File: src/rtl/pipe_ctrl_unit_pkg.sv
// Shared control types for the pipelined RV32I control unit:
// ALU/WB encodings, opcodes, per-stage control bundles, helpers.
package ctrl_pkg;

    typedef enum logic [3:0] {
        ALU_ADD    = 4'd0,
        ALU_SLL    = 4'd1,
        ALU_SLT    = 4'd2,
        ALU_SLTU   = 4'd3,
        ALU_XOR    = 4'd4,
        ALU_SRL    = 4'd5,
        ALU_SRA    = 4'd6,
        ALU_OR     = 4'd7,
        ALU_AND    = 4'd8,
        ALU_SUB    = 4'd9,
        ALU_MUL    = 4'd10,
        ALU_MULH   = 4'd11,
        ALU_MULHSU = 4'd12,
        ALU_MULHU  = 4'd13,
        ALU_DIV    = 4'd14
    } alu_op_e;

    typedef enum logic [1:0] {
        WB_ALU = 2'd0,
        WB_MEM = 2'd1,
        WB_PC4 = 2'd2
    } wb_sel_e;

    localparam logic [6:0] OP_LUI    = 7'b0110111;
    localparam logic [6:0] OP_AUIPC  = 7'b0010111;
    localparam logic [6:0] OP_JAL    = 7'b1101111;
    localparam logic [6:0] OP_JALR   = 7'b1100111;
    localparam logic [6:0] OP_BRANCH = 7'b1100011;
    localparam logic [6:0] OP_LOAD   = 7'b0000011;
    localparam logic [6:0] OP_STORE  = 7'b0100011;
    localparam logic [6:0] OP_IMM    = 7'b0010011;
    localparam logic [6:0] OP_REG    = 7'b0110011;
    localparam logic [6:0] OP_FENCE  = 7'b0001111;

    typedef struct packed {
        alu_op_e     alu_op;
        logic        sel_a;
        logic        sel_b;
        logic [2:0]  br_type;
        logic        is_jump;
        logic [4:0]  rs1;
        logic [4:0]  rs2;
    } ex_ctrl_t;

    typedef struct packed {
        logic        rd_en;
        logic        wr_en;
        logic [2:0]  mask;
    } mem_ctrl_t;

    typedef struct packed {
        logic        reg_wr;
        wb_sel_e     sel;
        logic [4:0]  rd;
    } wb_ctrl_t;

    typedef struct packed {
        ex_ctrl_t    ex;
        mem_ctrl_t   mem;
        wb_ctrl_t    wb;
    } ctrl_bundle_t;

    // sub only exists for register-register ops
    function automatic alu_op_e f3_op(
        input logic [2:0] f3,
        input logic       alt,
        input logic       is_reg
    );
        alu_op_e op;
        case (f3)
            3'd0:    op = (alt && is_reg) ? ALU_SUB : ALU_ADD;
            3'd1:    op = ALU_SLL;
            3'd2:    op = ALU_SLT;
            3'd3:    op = ALU_SLTU;
            3'd4:    op = ALU_XOR;
            3'd5:    op = alt ? ALU_SRA : ALU_SRL;
            3'd6:    op = ALU_OR;
            default: op = ALU_AND;
        endcase
        return op;
    endfunction

    function automatic logic is_m_op(input alu_op_e op);
        return op >= ALU_MUL;
    endfunction

endpackage

File: src/rtl/pipe_ctrl_unit_if.sv
// ID-side handshake and per-stage control outputs of the control unit.
// master: IF/ID + datapath side; slave: pipe_ctrl_unit.
interface pipe_ctrl_if;
    logic        if_id_valid;
    logic [31:0] instr_id;
    logic        br_taken_ex;
    logic        id_ready;
    logic        flush_if_id;
    logic        illegal_instr;
    logic        ex_valid;
    logic [3:0]  ex_alu_op;
    logic        ex_sel_A;
    logic        ex_sel_B;
    logic [2:0]  ex_br_type;
    logic        ex_is_jump;
    logic [4:0]  ex_rs1;
    logic [4:0]  ex_rs2;
    logic [4:0]  ex_rd;
    logic        mem_valid;
    logic        mem_rd_en;
    logic        mem_wr_en;
    logic [2:0]  mem_mask;
    logic [4:0]  mem_rd;
    logic        wb_valid;
    logic        wb_reg_wr;
    logic [1:0]  wb_sel;
    logic [4:0]  wb_rd;

    modport master (
        output if_id_valid, instr_id, br_taken_ex,
        input  id_ready, flush_if_id, illegal_instr,
        input  ex_valid, ex_alu_op, ex_sel_A, ex_sel_B,
        input  ex_br_type, ex_is_jump, ex_rs1, ex_rs2, ex_rd,
        input  mem_valid, mem_rd_en, mem_wr_en, mem_mask, mem_rd,
        input  wb_valid, wb_reg_wr, wb_sel, wb_rd
    );

    modport slave (
        input  if_id_valid, instr_id, br_taken_ex,
        output id_ready, flush_if_id, illegal_instr,
        output ex_valid, ex_alu_op, ex_sel_A, ex_sel_B,
        output ex_br_type, ex_is_jump, ex_rs1, ex_rs2, ex_rd,
        output mem_valid, mem_rd_en, mem_wr_en, mem_mask, mem_rd,
        output wb_valid, wb_reg_wr, wb_sel, wb_rd
    );
endinterface

File: src/rtl/pipe_ctrl_unit_decode.sv
// Combinational RV32I(+M) decoder: instr -> ctrl_bundle_t, illegal.
// Ports: instr in, ctrl/illegal out. Unused fields stay zero.
module ctrl_decode
    import ctrl_pkg::*;
#(
    parameter bit EN_M = 1'b1
) (
    input  logic [31:0]  instr,
    output ctrl_bundle_t ctrl,
    output logic         illegal
);

    logic [6:0] opc;
    logic [2:0] f3;
    logic [6:0] f7;

    assign opc = instr[6:0];
    assign f3  = instr[14:12];
    assign f7  = instr[31:25];

    always_comb begin
        ctrl    = '0;
        illegal = 1'b0;
        unique case (opc)
            OP_LUI: begin
                // rs1 left at x0 so the ALU computes 0 + imm
                ctrl.ex.sel_b = 1'b1;
                ctrl.wb.reg_wr = 1'b1;
                ctrl.wb.rd = instr[11:7];
            end
            OP_AUIPC: begin
                ctrl.ex.sel_a = 1'b1;
                ctrl.ex.sel_b = 1'b1;
                ctrl.wb.reg_wr = 1'b1;
                ctrl.wb.rd = instr[11:7];
            end
            OP_JAL: begin
                ctrl.ex.sel_a = 1'b1;
                ctrl.ex.sel_b = 1'b1;
                ctrl.ex.is_jump = 1'b1;
                ctrl.wb.reg_wr = 1'b1;
                ctrl.wb.sel = WB_PC4;
                ctrl.wb.rd = instr[11:7];
            end
            OP_JALR: begin
                illegal = (f3 != 3'd0);
                ctrl.ex.sel_b = 1'b1;
                ctrl.ex.is_jump = 1'b1;
                ctrl.ex.rs1 = instr[19:15];
                ctrl.wb.reg_wr = 1'b1;
                ctrl.wb.sel = WB_PC4;
                ctrl.wb.rd = instr[11:7];
            end
            OP_BRANCH: begin
                illegal = (f3 == 3'd2) || (f3 == 3'd3);
                ctrl.ex.sel_a = 1'b1;
                ctrl.ex.sel_b = 1'b1;
                ctrl.ex.br_type = f3;
                ctrl.ex.rs1 = instr[19:15];
                ctrl.ex.rs2 = instr[24:20];
            end
            OP_LOAD: begin
                illegal = (f3 == 3'd3) || (f3 > 3'd5);
                ctrl.ex.sel_b = 1'b1;
                ctrl.ex.rs1 = instr[19:15];
                ctrl.mem.rd_en = 1'b1;
                ctrl.mem.mask = f3;
                ctrl.wb.reg_wr = 1'b1;
                ctrl.wb.sel = WB_MEM;
                ctrl.wb.rd = instr[11:7];
            end
            OP_STORE: begin
                illegal = (f3 > 3'd2);
                ctrl.ex.sel_b = 1'b1;
                ctrl.ex.rs1 = instr[19:15];
                ctrl.ex.rs2 = instr[24:20];
                ctrl.mem.wr_en = 1'b1;
                ctrl.mem.mask = f3;
            end
            OP_IMM: begin
                illegal = ((f3 == 3'd1) && (f7 != 7'h00)) ||
                          ((f3 == 3'd5) && (f7 != 7'h00) &&
                           (f7 != 7'h20));
                ctrl.ex.alu_op = f3_op(f3, f7[5], 1'b0);
                ctrl.ex.sel_b = 1'b1;
                ctrl.ex.rs1 = instr[19:15];
                ctrl.wb.reg_wr = 1'b1;
                ctrl.wb.rd = instr[11:7];
            end
            OP_REG: begin
                ctrl.ex.rs1 = instr[19:15];
                ctrl.ex.rs2 = instr[24:20];
                ctrl.wb.reg_wr = 1'b1;
                ctrl.wb.rd = instr[11:7];
                if (f7 == 7'h00 || (f7 == 7'h20 &&
                    (f3 == 3'd0 || f3 == 3'd5))) begin
                    ctrl.ex.alu_op = f3_op(f3, f7[5], 1'b1);
                end else if (EN_M && f7 == 7'h01) begin
                    ctrl.ex.alu_op = f3[2] ? ALU_DIV :
                        alu_op_e'(4'd10 + {2'b00, f3[1:0]});
                    ctrl.ex.br_type = f3;
                end else begin
                    illegal = 1'b1;
                end
            end
            OP_FENCE: ;
            default: illegal = 1'b1;
        endcase
        if (illegal) ctrl = '0;
    end

endmodule

File: src/rtl/pipe_ctrl_unit.sv
// Control unit: ID decode, EX/MEM/WB control registers, load-use
// stall, branch flush and M-extension hold. Ports: clk, rst_n, bus.
module pipe_ctrl_unit
    import ctrl_pkg::*;
#(
    parameter bit          EN_M    = 1'b1,
    parameter int unsigned MUL_LAT = 3
) (
    input  logic       clk,
    input  logic       rst_n,
    pipe_ctrl_if.slave bus
);

    localparam logic [0:0] S_RUN   = 1'b0;
    localparam logic [0:0] S_MWAIT = 1'b1;
    localparam int CW = $clog2(MUL_LAT);
    localparam logic [CW-1:0] CNT_LOAD = CW'(MUL_LAT - 1);

    ctrl_bundle_t  dec;
    logic          dec_ill;
    ctrl_bundle_t  ex_q;
    mem_ctrl_t     mem_m_q;
    wb_ctrl_t      mem_w_q;
    wb_ctrl_t      wb_q;
    logic          ex_v, mem_v, wb_v;
    logic [0:0]    state;
    logic [CW-1:0] cnt;
    logic          in_mwait, hold, flush, load_use, take, m_in;

    ctrl_decode #(.EN_M(EN_M)) u_dec (
        .instr   (bus.instr_id),
        .ctrl    (dec),
        .illegal (dec_ill)
    );

    // the final MWAIT cycle (cnt==0) behaves like RUN so EX drains
    assign in_mwait = (state == S_MWAIT);
    assign hold     = in_mwait && (cnt != '0);
    assign flush    = bus.br_taken_ex && !in_mwait;
    // unused source fields are zero and rd!=0, so no match on x0
    assign load_use = ex_v && ex_q.mem.rd_en &&
                      (ex_q.wb.rd != 5'd0) && bus.if_id_valid &&
                      ((ex_q.wb.rd == dec.ex.rs1) ||
                       (ex_q.wb.rd == dec.ex.rs2));
    assign take = bus.if_id_valid && !dec_ill && !flush &&
                  !hold && !load_use;
    assign m_in = take && is_m_op(dec.ex.alu_op);

    always_ff @(posedge clk or negedge rst_n) begin
        if (!rst_n) begin
            ex_v    <= 1'b0;
            ex_q    <= '0;
            mem_v   <= 1'b0;
            mem_m_q <= '0;
            mem_w_q <= '0;
            wb_v    <= 1'b0;
            wb_q    <= '0;
            state   <= S_RUN;
            cnt     <= '0;
        end else begin
            wb_v <= mem_v;
            wb_q <= mem_w_q;
            if (hold) begin
                mem_v   <= 1'b0;
                mem_m_q <= '0;
                mem_w_q <= '0;
                cnt     <= cnt - 1'b1;
            end else begin
                mem_v   <= ex_v;
                mem_m_q <= ex_q.mem;
                mem_w_q <= ex_q.wb;
                ex_v    <= take;
                ex_q    <= take ? dec : '0;
                state   <= m_in ? S_MWAIT : S_RUN;
                cnt     <= m_in ? CNT_LOAD : '0;
            end
        end
    end

    assign bus.id_ready      = rst_n & ~hold & ~load_use;
    assign bus.flush_if_id   = rst_n & flush;
    assign bus.illegal_instr = rst_n & bus.if_id_valid & dec_ill;

    assign bus.ex_valid   = ex_v;
    assign bus.ex_alu_op  = ex_q.ex.alu_op;
    assign bus.ex_sel_A   = ex_q.ex.sel_a;
    assign bus.ex_sel_B   = ex_q.ex.sel_b;
    assign bus.ex_br_type = ex_q.ex.br_type;
    assign bus.ex_is_jump = ex_q.ex.is_jump;
    assign bus.ex_rs1     = ex_q.ex.rs1;
    assign bus.ex_rs2     = ex_q.ex.rs2;
    assign bus.ex_rd      = ex_q.wb.rd;

    assign bus.mem_valid  = mem_v;
    assign bus.mem_rd_en  = mem_m_q.rd_en;
    assign bus.mem_wr_en  = mem_m_q.wr_en;
    assign bus.mem_mask   = mem_m_q.mask;
    assign bus.mem_rd     = mem_w_q.rd;

    assign bus.wb_valid   = wb_v;
    assign bus.wb_reg_wr  = wb_q.reg_wr;
    assign bus.wb_sel     = wb_q.sel;
    assign bus.wb_rd      = wb_q.rd;

    // a taken branch cannot be in EX while an M op occupies it
    a_no_br_in_mwait: assert property (
        @(posedge clk) disable iff (!rst_n)
        !(bus.br_taken_ex && in_mwait)
    );

endmodule

File: src/flat_wrapper.sv
// flat-port wrapper written by rule: the top's interface ports become plain ports
module pipe_ctrl_unit_flat import ctrl_pkg::*;
#(
    parameter bit          EN_M    = 1'b1,
    parameter int unsigned MUL_LAT = 3
)
  (clk, rst_n, bus_if_id_valid, bus_instr_id, bus_br_taken_ex, bus_id_ready, bus_flush_if_id, bus_illegal_instr, bus_ex_valid, bus_ex_alu_op, bus_ex_sel_A, bus_ex_sel_B, bus_ex_br_type, bus_ex_is_jump, bus_ex_rs1, bus_ex_rs2, bus_ex_rd, bus_mem_valid, bus_mem_rd_en, bus_mem_wr_en, bus_mem_mask, bus_mem_rd, bus_wb_valid, bus_wb_reg_wr, bus_wb_sel, bus_wb_rd);
  pipe_ctrl_if bus_i ();
  input  logic clk;
  input  logic rst_n;
  input wire logic [$bits(bus_i.if_id_valid)-1:0] bus_if_id_valid;
  input wire logic [$bits(bus_i.instr_id)-1:0] bus_instr_id;
  input wire logic [$bits(bus_i.br_taken_ex)-1:0] bus_br_taken_ex;
  output wire logic [$bits(bus_i.id_ready)-1:0] bus_id_ready;
  output wire logic [$bits(bus_i.flush_if_id)-1:0] bus_flush_if_id;
  output wire logic [$bits(bus_i.illegal_instr)-1:0] bus_illegal_instr;
  output wire logic [$bits(bus_i.ex_valid)-1:0] bus_ex_valid;
  output wire logic [$bits(bus_i.ex_alu_op)-1:0] bus_ex_alu_op;
  output wire logic [$bits(bus_i.ex_sel_A)-1:0] bus_ex_sel_A;
  output wire logic [$bits(bus_i.ex_sel_B)-1:0] bus_ex_sel_B;
  output wire logic [$bits(bus_i.ex_br_type)-1:0] bus_ex_br_type;
  output wire logic [$bits(bus_i.ex_is_jump)-1:0] bus_ex_is_jump;
  output wire logic [$bits(bus_i.ex_rs1)-1:0] bus_ex_rs1;
  output wire logic [$bits(bus_i.ex_rs2)-1:0] bus_ex_rs2;
  output wire logic [$bits(bus_i.ex_rd)-1:0] bus_ex_rd;
  output wire logic [$bits(bus_i.mem_valid)-1:0] bus_mem_valid;
  output wire logic [$bits(bus_i.mem_rd_en)-1:0] bus_mem_rd_en;
  output wire logic [$bits(bus_i.mem_wr_en)-1:0] bus_mem_wr_en;
  output wire logic [$bits(bus_i.mem_mask)-1:0] bus_mem_mask;
  output wire logic [$bits(bus_i.mem_rd)-1:0] bus_mem_rd;
  output wire logic [$bits(bus_i.wb_valid)-1:0] bus_wb_valid;
  output wire logic [$bits(bus_i.wb_reg_wr)-1:0] bus_wb_reg_wr;
  output wire logic [$bits(bus_i.wb_sel)-1:0] bus_wb_sel;
  output wire logic [$bits(bus_i.wb_rd)-1:0] bus_wb_rd;
  assign bus_i.if_id_valid = bus_if_id_valid;
  assign bus_i.instr_id = bus_instr_id;
  assign bus_i.br_taken_ex = bus_br_taken_ex;
  assign bus_id_ready = bus_i.id_ready;
  assign bus_flush_if_id = bus_i.flush_if_id;
  assign bus_illegal_instr = bus_i.illegal_instr;
  assign bus_ex_valid = bus_i.ex_valid;
  assign bus_ex_alu_op = bus_i.ex_alu_op;
  assign bus_ex_sel_A = bus_i.ex_sel_A;
  assign bus_ex_sel_B = bus_i.ex_sel_B;
  assign bus_ex_br_type = bus_i.ex_br_type;
  assign bus_ex_is_jump = bus_i.ex_is_jump;
  assign bus_ex_rs1 = bus_i.ex_rs1;
  assign bus_ex_rs2 = bus_i.ex_rs2;
  assign bus_ex_rd = bus_i.ex_rd;
  assign bus_mem_valid = bus_i.mem_valid;
  assign bus_mem_rd_en = bus_i.mem_rd_en;
  assign bus_mem_wr_en = bus_i.mem_wr_en;
  assign bus_mem_mask = bus_i.mem_mask;
  assign bus_mem_rd = bus_i.mem_rd;
  assign bus_wb_valid = bus_i.wb_valid;
  assign bus_wb_reg_wr = bus_i.wb_reg_wr;
  assign bus_wb_sel = bus_i.wb_sel;
  assign bus_wb_rd = bus_i.wb_rd;
  pipe_ctrl_unit #(.EN_M(EN_M), .MUL_LAT(MUL_LAT)) u_core (.clk(clk), .rst_n(rst_n), .bus(bus_i));
endmodule
File: config.mk
export PLATFORM = sky130hd
export DESIGN_NAME = pipe_ctrl_unit_flat
export DESIGN_NICKNAME = d
export VERILOG_FILES = /design/src/rtl/pipe_ctrl_unit_pkg.sv /design/src/rtl/pipe_ctrl_unit_if.sv /design/src/rtl/pipe_ctrl_unit_decode.sv /design/src/rtl/pipe_ctrl_unit.sv /design/src/flat_wrapper.sv
export SDC_FILE = /design/constraint.sdc
export NUM_CORES = 1
export LEC_CHECK = 0
export BUFFER_PORTS_ARGS = -buffer_cell sky130_fd_sc_hd__buf_2
export CAP_MARGIN = 20
export CORE_AREA = 8 8 108 120
export CTS_BUF_LIST = sky130_fd_sc_hd__clkbuf_2 sky130_fd_sc_hd__clkbuf_4 sky130_fd_sc_hd__clkbuf_8
export DETAILED_ROUTE_END_ITERATION = 10
export DIE_AREA = 0 0 116 128
export GPL_ROUTABILITY_DRIVEN = 0
export PLACE_DENSITY_LB_ADDON = 0.25
export SETUP_SLACK_MARGIN = 0.15
export SLEW_MARGIN = 20
export SYNTH_ARGS = -nofsm -noshare
export SYNTH_HDL_FRONTEND = slang
export SYNTH_SLANG_ARGS = --single-unit
File: constraint.sdc
create_clock -name clk -period 5.9 [get_ports clk]
set_input_delay 1.77 -clock clk [delete_from_list [all_inputs] [get_ports clk]]
set_output_delay 1.77 -clock clk [all_outputs]
set_load 0.02 [all_outputs]
* Yosys cells after proc, flatten, opt, wreduce, memory -nomap -nowiden
Index checks and enable logic that the tools add are counted.
** Operators by class
- Add/subtract/negate cells :: 2
- Order comparisons :: 3
- Equality and inequality tests :: 21
- Multiplexer cells :: 33
- Bitwise gates (word level) :: 7
- Reductions and logical operators :: 40
** Operators with widths (number)
- 33-bit 2-to-1 mux :: 2
- 4-bit case mux with 7 select lines :: 2
- 7-bit by 6-bit equality test with 1-bit output, second input constant :: 4
- 7-bit equality test, second input constant :: 3
- 5-bit 2-to-1 mux :: 4
- 4-bit 2-to-1 mux :: 4
- 1-bit logical AND :: 15
- 7-bit by 5-bit equality test with 1-bit output, second input constant :: 2
- 5-bit equality test :: 2
- 1-bit 2-to-1 mux :: 10
- 3-bit equality test, second input constant :: 3
- 3-bit 2-to-1 mux :: 3
- 8-bit 2-to-1 mux :: 1
- 4-bit case mux with 2 select lines :: 1
- 8-bit OR reduction :: 1
- 7-bit by 1-bit equality test with 1-bit output, second input constant :: 1
- 7-bit by 2-bit equality test with 1-bit output, second input constant :: 1
- 7-bit by 4-bit equality test with 1-bit output, second input constant :: 1
- 7-bit zero test :: 1
- 7-bit by 6-bit inequality test with 1-bit output, second input constant :: 1
- 1-bit case mux with 7 select lines :: 1
- 7-bit nonzero test :: 1
- 7-bit OR reduction :: 1
- 3-bit by 2-bit equality test with 1-bit output, second input constant :: 2
- 21 further kinds :: 39
** Storage, ports and cells
- Register bits :: 60
- Word-level logic and storage cells :: 133

* Longest topological paths before layout
Gate-level depths: netlist of run 1.
- Depth after elaboration :: 15
- Gate-level depth with buffers :: 10
- Mapped depth without buffers :: 7

* Hierarchy
Synthesis of run 1 repeated with hierarchy kept, for this count alone.
** Second synthesis, totals
- Cell total of the unflattened synthesis :: 421
- Area total of the unflattened synthesis :: 3858.7 um^2
** Modules (own cells, without submodules)
- pipe_ctrl_unit :: times used 1, cells an instance 300, area an instance 3070.4 um^2, seq. area each 1501.4 um^2
- ctrl_decode :: times used 1, cells an instance 121, area an instance 788.3 um^2, seq. area each 0.0 um^2

* Least setup slack after synthesis of run 1
Ideal clock, no wire load.
- Path kind :: in2out
- Start :: input port bus_instr_id[2]
- End :: output port bus_id_ready
- Arrival :: 4.026 ns
- Data required time :: 4.130 ns
- Slack :: 0.104 ns
- Stages on the path :: 9
- Buffers on the path :: 2
- Cell sequence :: buf_6 > nor4bb_2 > and3_4 > a311oi_4 > and3_2 > buf_2 > a32oi_1 > a21oi_2 > nor4_1
** On the way
- Cells in the longest elaborated chain, start to end :: 9
** Ends and longest elaborated chain
- start: declaration :: RTL line flat_wrapper.sv:12 : input wire logic [$bits(bus_i.instr_id)-1:0] bus_instr_id;
- 7-bit equality test (tied with other cells) :: RTL line pipe_ctrl_unit_decode.sv:24 : unique case (opc)
- 4-bit OR reduction (no line) (tied with other cells)
- 1-bit case mux with 7 select lines or 5-bit 2-to-1 mux (tied branches) :: RTL line pipe_ctrl_unit_decode.sv:24
- 33-bit 2-to-1 mux (*) :: RTL line pipe_ctrl_unit_decode.sv:109 : if (illegal) ctrl = '0;
- 5-bit equality test (on tied branches) :: RTL line pipe_ctrl_unit.sv:43, pipe_ctrl_unit.sv:44
- 1-bit logical OR (*) :: RTL line pipe_ctrl_unit.sv:43 : ((ex_q.wb.rd == dec.ex.rs1) ||
- 1-bit logical AND (*) :: RTL line pipe_ctrl_unit.sv:42 : (ex_q.wb.rd != 5'd0) && bus.if_id_valid &&
- 1-bit inverter (*) :: RTL line pipe_ctrl_unit.sv:80 : assign bus.id_ready = rst_n & ~hold & ~load_use;
- 1-bit AND (*) :: RTL line pipe_ctrl_unit.sv:80
- end: declaration :: RTL line flat_wrapper.sv:14 : output wire logic [$bits(bus_i.id_ready)-1:0] bus_id_ready;
Every way passes the cells marked *; elsewhere a longest branch is shown, timed or not.

* Final worst setup path of run 1
- Start :: input port bus_instr_id[3]
- End :: output port bus_id_ready
The elaborated chain is that of the path after synthesis.

==> results of run 1 <==
-- state kept, by name, summed over array words and instances (netlist names) --
signal                 count
u_core.bus.ex_is_jump      1
u_core.bus.wb_rd           5
u_core.bus.ex_br_type      3
u_core.bus.ex_alu_op       4
u_core.bus.mem_mask        3
u_core.ex_q                7
u_core.bus.mem_valid       1
u_core.bus.ex_rd           5
u_core.mem_w_q             3
u_core.bus.ex_valid        1
u_core.bus.wb_sel          2
u_core.bus.mem_rd          5
u_core.bus.ex_sel_A        1
u_core.cnt                 2
u_core.in_mwait            1
u_core.bus.ex_rs1          5
u_core.bus.mem_wr_en       1
u_core.bus.wb_valid        1
u_core.bus.wb_reg_wr       1
u_core.bus.ex_rs2          5
u_core.bus.ex_sel_B        1
-- kinds of logic after synthesis --
kind of cell	share of synthesized area, %
AOI/OAI and AO/OA	16.3
xor gates and xnor gates	1.91
adders and majority gates	0.389
buffers and inverters	12.2
DFF	45.1
and+or+nand+nor	24.1
-- report_power, final --
| group | total [uW] | internal [uW] | leakage (uW) | switching (uW) |
|---|---|---|---|---|
| clock network | 362 | 212 | 0.000103 | 150 |
| registers | 399 | 398 | 0.000810 | 0.426 |
| logic | 72.4 | 25.5 | 0.000900 | 46.9 |
-- synthesized netlist by cell type (2+ instances only) --
library cell / n
nor4_2: 2
xnor2_1: 3
nand4b_1: 2
nor3_1: 5
xor2_1: 4
nand2_1: 41
a31oi_1: 4
buf_4: 28
inv_1: 6
a32o_1: 10
clkbuf_8: 3
or2_2: 3
a21oi_2: 2
buf_2: 6
nor2b_1: 4
nor4_1: 3
o22ai_1: 4
o21ai_1: 8
buf_6: 4
and2b_2: 3
nand2b_1: 3
and2_1: 15
a21oi_1: 8
o21ai_0: 24
nor2_1: 22
nand3_1: 29
clkbuf_1: 5
dfrtp_1: 58
-- cell type report --
| class | instances | area [sq um] | area share, % |
|---|---|---|---|
| Clock inverter | 3 | 40.0 | 1.06 |
| Timing Repair Buffer | 92 | 483 | 12.8 |
| Tap cell | 150 | 188 | 4.97 |
| Inverter | 6 | 22.5 | 0.596 |
| Clock buffer | 12 | 153 | 4.04 |
| Sequential cell | 58 | 1450 | 38.4 |
| Multi-Input combinational cell | 229 | 1440 | 38.1 |
-- per-stage QoR --
step / std cells / power (uW) / cell area [sq um] / hold slack, ps / utilization (%)
2_1_floorplan: 342 / 442 / 3220 / 331 / -
3_3_place_gp: 534 / 474 / 3520 / 335 / 31.8
3_5_place_dp: 534 / 476 / 3520 / 336 / 31.8
4_1_cts: 549 / 844 / 3720 / 344 / 33.5
5_1_grt: 550 / 870 / 3780 / 350 / 34.1
6_report: 550 / 834 / 3780 / 342 / 34.1
-- critical path: stages --
cell     delay (ps)
buf_2           160
or2_2           360
or2_1           260
a211o_2         350
and3_4          210
a32oi_2         200
a21oi_2          80
nor4_2          290
buf_4           190
-- layer usage --
metal | up-vias | track usage, % | wire (um)
li1 | 1279 | - | -
met1 | 1264 | 13.8 | 3630
met2 | 86 | 19.8 | 4180
met3 | 16 | 4.38 | 780
met4 | 2 | 5.12 | 146
met5 | - | 0 | 13
-- repair_timing --
item / in CTS / in global routing
setup buffers: 0 / 1
setup endpoints to repair: 0 / 1
gates resized for setup: 0 / 9
-- how the worst max path moves through the flow --
stage | start | endpoint | slack [ps] | cells past startpoint
6_report | bus_instr_id[3] | bus_id_ready | 270 | 9
3_3_place_gp | bus_instr_id[3] | bus_id_ready | 240 | 9
3_5_place_dp | bus_instr_id[3] | bus_id_ready | 170 | 9
2_1_floorplan | bus_instr_id[2] | bus_id_ready | 320 | 9
5_1_grt | bus_instr_id[31] | bus_id_ready | 160 | 9
4_1_cts | bus_instr_id[3] | bus_id_ready | 170 | 9
==> metrics, run 1 <==
synthesized flop and latch total=58; setup TNS=0 ps; Slew @ Worst Pin=728 ps; via count=2647; Gate Count Post-Synth=342; HPWL Detailed=6730 um; Ports=85; synth top area cells=dfrtp_1 (45%), buf_4 (6.5%), nand2_1 (4.8%), nand3_1 (4.5%), o21ai_0 (3.7%); hold depth=0; Synth area leader=dfrtp_1; global-route wire length before repair=14100 um; Worst Reg-to-Reg Cells=8; Ant. Diodes=0; largest net degree at the start of global routing=59; Worst setup EP type=output port; pre-CTS setup slack=168 ps; CTS tree=yes; type of the most critical hold path=flop to flop; period utilisation layout=95.4%; GRT Overall Usage=12.1%; wire per inst=15.9 um; dominant synthesized flop cell=dfrtp_1; DR iter-0 viols=170; Vias/cell=4.81; vias in the first global route=2813; Hold Crit Endpoint=u_core.bus.wb_sel[1]$_DFF_PN0_; pwr dens=221 nW/um^2; worst-case clock buffer depth=2; commonest non-fill, non-tap cell in the layout=buf_2; Max-slew headroom=51.4%; Die W=116 um; antenna viol nets, final=0; Worst EP arrival=3860 ps; DRT Wirelength=8750 um; post-route setup slack=271 ps; syn nets=379; NumNets Final=433; antenna violations before repair=1; Syn. warnings=0; final slew viol count=0; Worst VDD drop=0.101 mV; outcome=finished clean; post-synth cell types=61; Hold Crit Start=u_core.mem_w_q[6]$_DFF_PN0_; Layout area overhead=17.4%; Mapped Area=3220 sq um; share of layout cells above drive strength 1=33.0%; post-route minimum period=5630 ps; die height=128 um; reg2reg end=u_core.in_mwait$_DFFE_PN0N_; most frequent cells in the layout=buf_2 (83), dfrtp_1 (58), nand2_1 (41); endpoints failing setup=0; DRC Markers=0; cts hold-fix bufs=0; Reg clk slew, reported paths=60 ps; gr ovfl total=0; Initial Utilization=29.0%; die area=14800 sq um; CP startpoint kind=primary input; Core ar.=11100 sq um; kind of critical path=primary input to output port; CTS buffer count=9; I/O Buffers=84; Post-synth EDFFs=0; RR Startpoint=u_core.bus.ex_rd[3]$_DFFE_PN0N_; post-synthesis sequential area ratio=45.1%; clock latency on the worst-skew pair=330 ps; # fillers=1189; mean post-synth cell area=9.41 sq um; Leak=0.00181 uW; worst-path maximum fanout=8; Register-to-Register Setup Slack=3590 ps; Root Driver=clkbuf_8; max-cap violation count=0; Final Skew=8.88 ps; unrepaired setup endpoints after global routing=no; H-Tree Level Count=3; ys async rst share=100%; fmax=0.178 GHz; Pre-antenna DRT Iters=5; Synth top area share=45.1%; worst path required time=4130 ps; count of clock tree sinks=58; num rows=41; final hold vios=0
(Power assumes the default switching activity.)
==> inputs of run 2 (changes only) <==
PLACE_DENSITY = 0.61   (was default)
PLACE_DENSITY_LB_ADDON = default   (was 0.25)
==> run 2 against run 1 <==
Compared with the run above: sequential cell count unchanged; critical path type unchanged; clock skew up 0.99 ps; total power up 0.55%; hold slack better by 8.4 ps; cell area down 0.40%.
==> metrics, run 2 (synthesis results as in run 1) <==
post-route minimum period=5640 ps; Core ar.=11100 sq um; Most flops, register=u_core.ex_q; worst-path maximum fanout=4; Layout area overhead=17.0%; Largest stage delay, worst path=550 ps; register area=1450 sq um; max-cap violation count=0; commonest non-fill, non-tap cell in the layout=buf_2; type of the most critical hold path=flop to flop; DRT Wirelength=8860 um; final total power=838 uW; Vias/cell=4.94; Ant. Diodes=0; largest net degree at the start of global routing=59; num rows=41; pwr dens=223 nW/um^2; area of the multi-input gates=1440 sq um; Placed Instances=532; GR peak layer=met2; HPWL Detailed=6680 um; final hold vios=0; CP max-delay cell=or4_4; Worst VDD drop=0.0990 mV; CTS buffer count=9; endpoints failing setup=0; period utilisation layout=95.7%; most frequent cells in the layout=buf_2 (84), dfrtp_1 (58), nand2_1 (41); max reg flops=7; pre-CTS setup slack=173 ps; final slew viol count=0; Root Driver=clkbuf_8; Worst EP arrival=3870 ps; worst-case clock buffer depth=2; CP Cell Sequence=buf_2 -> nor4_4 -> nand3_2 -> a311oi_4 -> nand3_2 -> or4_4 -> a21oi_2 -> nor4_2 -> buf_2; antenna viol nets, final=0; via count=2711; cts hold-fix bufs=0; CP startpoint kind=primary input; Worst setup EP type=output port; Leak=0.00181 uW; die height=128 um; count of clock tree sinks=58; gr ovfl total=0; die area=14800 sq um; antenna violations before repair=1; CTS tree=yes; grt met1 use=13.8%; # fillers=1168; global-route wire length before repair=13900 um; Pre-antenna DRT Iters=4; NumNets Final=431; Die W=116 um; vias in the first global route=2762; fmax=0.177 GHz; wire per inst=16.1 um; post-route design area=3760 sq um; outcome=finished clean; kind of critical path=primary input to output port; Cell Count, Final, Fillers Out=549; setup TNS=0 ps; I/O Buffers=84; post-route setup slack=256 ps; Slew @ Worst Pin=730 ps; Initial Utilization=29.0%; Max-slew headroom=51.3%; clock latency on the worst-skew pair=330 ps; H-Tree Level Count=3; met2 Usage GRT=19.5%; GRT Overall Usage=12.0%; Ports=85; worst path required time=4130 ps; Reg clk slew, reported paths=60 ps; met3 Use GR=4.71%; DR iter-0 viols=141; Final Skew=9.87 ps; DP Area=3510 sq um; share of layout cells above drive strength 1=32.3%; DRC Markers=0; unrepaired setup endpoints after global routing=no
run 2: changes by cell type in the layout (fill, tap and decap cells not counted), sizes merged:
cell	delta
buf	-2
clkbuf	-1
clkinv	+2
run 2: stage by stage:
step / util [%] / hold slack [ps]
after global placement: 31.7 / 335
after detailed placement: 31.7 / 338
final: 34.0 / 350
after floorplan: - / 331
after CTS: 33.5 / 353
after global routing: 34.0 / 355
run 2: worst paths after layout:
path / from / end / slack [ps] / depth (start not counted)
max: bus_instr_id[31] / bus_id_ready / 260 / 9
min in group asynchronous: rst_n / u_core.ex_q[11]$_DFFE_PN0N_ / 1640 / 2
max reg2reg: u_core.bus.ex_rd[3]$_DFFE_PN0N_ / u_core.in_mwait$_DFFE_PN0N_ / 3550 / 8
max in group asynchronous: rst_n / u_core.bus.ex_rs2[0]$_DFFE_PN0N_ / 3780 / 2
min reg2reg: u_core.mem_w_q[6]$_DFF_PN0_ / u_core.bus.wb_sel[1]$_DFF_PN0_ / 350 / 0
min: u_core.mem_w_q[6]$_DFF_PN0_ / u_core.bus.wb_sel[1]$_DFF_PN0_ / 350 / 0
run 2: per-layer routing:
layer  share of wire [%]  up-vias
met5                0.11        -
met4                 2.0        2
met3                 8.5       13
met2                  49       83
met1                  41     1331
li1                    -     1282
run 2: critical path, delay by kind of cell:
kind | cells | cell delay [ps]
AO/OA/AOI/OAI | 2 | 590
buffers and inverters | 2 | 270
AND/OR/NAND/NOR | 5 | 1240
run 2: area by class of cell:
| class | count | area share [%] |
|---|---|---|
| clock buffer | 11 | 3.86 |
| clock inverter | 5 | 1.43 |
| inverter | 6 | 0.598 |
| multi-input combinational | 229 | 38.2 |
| sequential | 58 | 38.6 |
| tap | 150 | 4.99 |
| timing repair buffer | 90 | 12.4 |
run 2: repair_timing:
| item | CTS | global route |
|---|---|---|
| endpoints found under the setup margin | 0 | 1 |
| setup buffers | 0 | 1 |
| gates resized for setup | 0 | 6 |
run 2: where the power goes:
part / leakage [uW] / internal, uW / switching, uW
Clock: 0.000106 / 210 / 157
Combinational: 0.000893 / 24.7 / 47.6
Sequential: 0.000810 / 398 / 0.447
Total: 0.00181 / 633 / 205
